### src/rtl/parity_frame_controller.sv
// parity_frame_controller
//   Serial front-end for the even-parity check datapath. Collects a framed
//   serial stream (start bit '1', DATA_BITS data bits first-to-last, one
//   even-parity bit), presents the assembled word with a pass/fail flag over
//   a valid/ready handshake, and keeps a saturating count of failed frames.
//
// Ports
//   clk           in   system clock, rising edge
//   reset_n       in   synchronous active-low reset
//   in_valid      in   in_bit is valid this cycle
//   in_bit        in   serial frame bit
//   in_ready      out  a bit is accepted on in_valid & in_ready
//   out_valid     out  completed frame available (held until out_ready)
//   out_ready     in   consumer takes the frame
//   out_data      out  assembled word, first data bit received is the MSB
//   out_parity_ok out  1 = XOR of data and parity bits is 0
//   err_count     out  saturating count of frames that failed the check
//   clr_err       in   synchronous clear of err_count (wins over increment)
//   busy          out  controller is not idle

module parity_frame_controller #(
  parameter int unsigned DATA_BITS = 4,
  parameter int unsigned ERR_CNT_W = 8
) (
  input  logic                 clk,
  input  logic                 reset_n,
  input  logic                 in_valid,
  input  logic                 in_bit,
  output logic                 in_ready,
  output logic                 out_valid,
  input  logic                 out_ready,
  output logic [DATA_BITS-1:0] out_data,
  output logic                 out_parity_ok,
  output logic [ERR_CNT_W-1:0] err_count,
  input  logic                 clr_err,
  output logic                 busy
);

  localparam int unsigned CW = $clog2(DATA_BITS + 1);

  typedef enum logic [1:0] {
    IDLE,
    DATA,
    PARITY,
    HOLD
  } state_t;

  state_t               state;
  state_t               state_nxt;
  logic [DATA_BITS-1:0] shreg;
  logic [CW-1:0]        bit_cnt;
  logic                 run_par;
  logic                 accept;
  logic                 last_data;
  logic                 par_fail;

  assign in_ready  = (state != HOLD);
  assign busy      = (state != IDLE);
  assign accept    = in_valid & in_ready;
  assign last_data = (bit_cnt == CW'(DATA_BITS - 1));
  // Evaluated on the parity-bit cycle: running parity plus the parity bit.
  assign par_fail  = run_par ^ in_bit;

  always_ff @(posedge clk) begin
    if (!reset_n) begin
      state <= IDLE;
    end else begin
      state <= state_nxt;
    end
  end

  always_comb begin
    state_nxt = state;
    case (state)
      IDLE:    if (accept && in_bit)    state_nxt = DATA;
      DATA:    if (accept && last_data) state_nxt = PARITY;
      PARITY:  if (accept)              state_nxt = HOLD;
      HOLD:    if (out_ready)           state_nxt = IDLE;
      default:                          state_nxt = IDLE;
    endcase
  end

  always_ff @(posedge clk) begin
    if (!reset_n) begin
      shreg         <= '0;
      bit_cnt       <= '0;
      run_par       <= 1'b0;
      out_valid     <= 1'b0;
      out_data      <= '0;
      out_parity_ok <= 1'b0;
    end else begin
      case (state)
        IDLE: begin
          if (accept && in_bit) begin
            shreg   <= '0;
            bit_cnt <= '0;
            run_par <= 1'b0;
          end
        end
        DATA: begin
          if (accept) begin
            shreg   <= (shreg << 1) | DATA_BITS'(in_bit);
            run_par <= run_par ^ in_bit;
            bit_cnt <= bit_cnt + CW'(1);
          end
        end
        PARITY: begin
          if (accept) begin
            out_data      <= shreg;
            out_parity_ok <= ~par_fail;
            out_valid     <= 1'b1;
          end
        end
        HOLD: begin
          if (out_ready) out_valid <= 1'b0;
        end
        default: ;
      endcase
    end
  end

  always_ff @(posedge clk) begin
    if (!reset_n) begin
      err_count <= '0;
    end else if (clr_err) begin
      err_count <= '0;
    end else if (state == PARITY && accept && par_fail && err_count != '1) begin
      err_count <= err_count + ERR_CNT_W'(1);
    end
  end

endmodule

### config.mk
export PLATFORM = sky130hd
export DESIGN_NAME = parity_frame_controller
export DESIGN_NICKNAME = d
export VERILOG_FILES = /design/src/rtl/parity_frame_controller.sv
export SDC_FILE = /design/constraint.sdc
export NUM_CORES = 1
export LEC_CHECK = 0
export CORE_MARGIN = 3
export CORE_UTILIZATION = 50
export DETAILED_ROUTE_END_ITERATION = 8
export PLACE_DENSITY_LB_ADDON = 0.2
export SYNTH_ARGS = -nofsm -noshare
export SYNTH_HDL_FRONTEND = slang
export SYNTH_SLANG_ARGS = --single-unit
### constraint.sdc
create_clock -name clk -period 3.3 [get_ports clk]
set_input_delay 0.66 -clock clk [delete_from_list [all_inputs] [get_ports clk]]
set_output_delay 0.66 -clock clk [all_outputs]
set_load 0.02 [all_outputs]
==> flow_metrics.py <==
metrics = {
    "synthesis": {
        "yosys_warnings": 0,
        "synth_cell_types": 40,
        "synth-main-ff-cell": "dfxtp_1",
        "yosys.area.top_type_share_pct": 37.94,
        "async_flop_share_pct": 0,
        "synth_area_per_cell_um2": 8.980,
        "synth_edf_count": 0,
        "ys_seq_elements": 24,
        "synth_top_cell_by_area": "dfxtp_1",
        "synth_area_mm2": 0.001266,
        "synth_area_leaders": "dfxtp_1 38%, ha_1 7.9%, nand2_1 5.0%",
        "synthCells": 141,
        "seq_area_frac_synth_pct": 37.94,
        "synth_nets": 155,
    },
    "floorplanning": {
        "initial_core_util_pct": 55.12,
        "fp-row-count": 17,
        "ios": 22,
        "die_area_mm2": 0.003173,
        "die_x_um": 56.33,
        "core_mm2": 0.002297,
        "die_h_um": 56.33,
    },
    "timing": {
        "period_share_pct": 76.12,
        "worstMarginPinSlew_ps": 544.9,
        "fmax_mhz": 398.1,
        "setup_violations": 0,
        "finClkSkew_ps": 12.08,
        "final_hold_viol_count": 0,
        "slew_headroom_pct": 63.56,
        "fin_crit_ps": 2512,
        "rsz0062_at_grt": "false",
        "whs_ps": 483.7,
        "maxSlewViolCount": 0,
        "tns_ps": 0,
    },
    "worst_setup_path": {
        "critPathRequiredTime_ps": 2640,
        "slowest_stage": "clkdlybuf4s50_1",
        "max_stage_delay_ps": 620,
        "critPathArrivalTime_ps": 1850,
        "cpMostUsedCell": "inv_1",
        "worst_setup_path_end_kind": "output port",
        "critPathLaunchType": "flip-flop",
        "crit_fanout": 6,
        "critPathKind": "flip-flop to output port",
        "cp_cell_sequence": "inv_1 > ha_1 > inv_1 > clkdlybuf4s50_1",
    },
    "cts": {
        "htree_levels": 1,
        "cts_buffers": 3,
        "hold_buffers": 0,
        "post-cts-setup-buffer-count": 0,
        "cts_tree": "done",
        "cts_sinks": 24,
        "clock_latency_ps": 310,
        "clockBufferDepth": 2,
        "clkTransAtPathRegs_ps": 120,
        "root_buffer": "clkbuf_4",
        "cts_resized": 0,
    },
    "route": {
        "drt-pass1-iter-count": 4,
        "top_layer": "met4",
        "num_vias": 1039,
        "remaining_drc_errors": 0,
        "wl_met2_um": 1139,
        "drtIter0Drc": 33,
        "ant_nets": 0,
        "wire_per_inst_um": 13.12,
        "met1_length_um": 1189,
        "wirelength_um": 2467,
        "vias_per_cell": 5.527,
        "route.met3.wl_um": 109,
    },
    "layout": {
        "final_cell_area_mm2": 0.001526,
        "diodes": 0,
        "area_growth_pct": 20.55,
        "final_nets": 175,
        "drive_gt1_share_pct": 7.500,
        "fin_cells": 188,
    },
    "placed_design": {
        "portBuffers": 21,
        "dp_cells": 184,
        "hpwl_um": 1822,
        "place_area_mm2": 0.001474,
        "routabilityCongestion": 0.7639,
    },
    "power": {
        "ir_drop_mv": 0.3835,
        "total_power_mw": 0.8061,
        "power.leakage_nw": 0.5845,
        "p_per_area_mw_per_mm2": 528.1,
    },
    "grt": {
        "grt_pass1_vias": 1047,
        "grt_max_degree": 20,
        "grt_overflow": 0,
        "grtUsageTotal_pct": 16.66,
        "grt_pass1_wl_um": 4312,
        "antenna_found_initial": 0,
    },
    "job": {
        "max-cap-violations": 0,
    },
    "min_path": {
        "worstHoldPathType": "flip-flop to flip-flop",
    },
    "run_status": {
        "run_status": "completed",
    },
}
[critical path, delay by kind of cell (launching register included)]
kind       cells  cell delay, ps
fa+ha+maj      1             280
buf+inv        3             860
flops          1             410
[layout by cell type (no fill, tap or decap), types with 2 or more instances in the layout]
cell type / n
mux2i_1: 6
nand3_1: 5
and3_1: 2
a22oi_1: 6
ha_1: 8
nor3_2: 2
clkdlybuf4s50_1: 21
nand2_1: 17
a21oi_1: 3
xor2_1: 2
nand4_1: 3
dfxtp_1: 24
nor2b_1: 7
clkbuf_4: 3
nor2_1: 9
inv_1: 9
a21boi_0: 4
o21ai_0: 6
nand2b_1: 2
a21o_1: 2
[state kept, by name (all words and copies together), names as in the netlist]
signal,flops
run_par,1
err_count,8
bit_cnt,3
shreg,4
out_parity_ok,1
state,2
out_valid,1
out_data,4
[synthesized netlist by cell type, types with 2 or more instances]
cell type / instances
and3_1: 2
nand3_1: 5
buf_4: 2
nor2_1: 9
clkbuf_1: 2
a21o_1: 2
xor2_1: 2
a22oi_1: 6
nand2b_1: 2
a21oi_1: 3
nor3_2: 2
nand2_1: 17
dfxtp_1: 24
ha_1: 8
inv_1: 9
nor2b_1: 7
mux2i_1: 6
o21ai_0: 6
a21boi_0: 4
nand4_1: 3
[worst paths after layout]
kind / endpoint / from / slack, ps / cells past startpoint
worst min register to register: out_data[0] / out_data[0] / 480 / 2
worst max-delay path: busy / state[0] / 790 / 4
worst min-delay path: out_data[0] / out_data[0] / 480 / 2
worst max register to register: state[1] / state[0] / 1560 / 5
[layout make-up]
| class | count | area, µm² |
|---|---|---|
| Fill cell | 188 | 770.7 |
| Multi-Input combinational cell | 102 | 714.4 |
| Sequential cell | 24 | 480.5 |
| Timing Repair Buffer | 21 | 210.2 |
| Tap cell | 28 | 35.03 |
| Inverter | 9 | 33.78 |
| Clock inverter | 1 | 30.03 |
| Clock buffer | 3 | 22.52 |
[cell families after synthesis]
family | after synthesis | share of synthesized area, %
simple gates | 54 | 22.92
compound gates | 30 | 17.89
flops | 24 | 37.94
buf+inv | 15 | 5.632
fa+ha+maj | 8 | 7.905
mux | 7 | 5.633
xor+xnor | 3 | 2.075
[report_power, final]
| group | internal [mW] | switching, mW |
|---|---|---|
| Combinational | 0.117 | 0.147 |
| Clock | 0.123 | 0.0883 |
| Sequential | 0.311 | 0.0197 |
| Total | 0.551 | 0.255 |
[routing by layer]
layer | up-vias | GRT usage [%]
met3 | 4 | 2.989
met2 | 22 | 26.21
li1 | 530 | -
met4 | 0 | 7.797
met1 | 483 | 21.97
met5 | - | 0
[per-stage QoR]
stage	util [%]	worst slack (ps)
2_1_floorplan	-	1757
3_3_place_gp	64.16	978.0
3_5_place_dp	64.16	922.0
4_1_cts	66.45	764.7
5_1_grt	66.45	678.2
6_report	66.45	788.1
(Power assumes the default switching activity.)
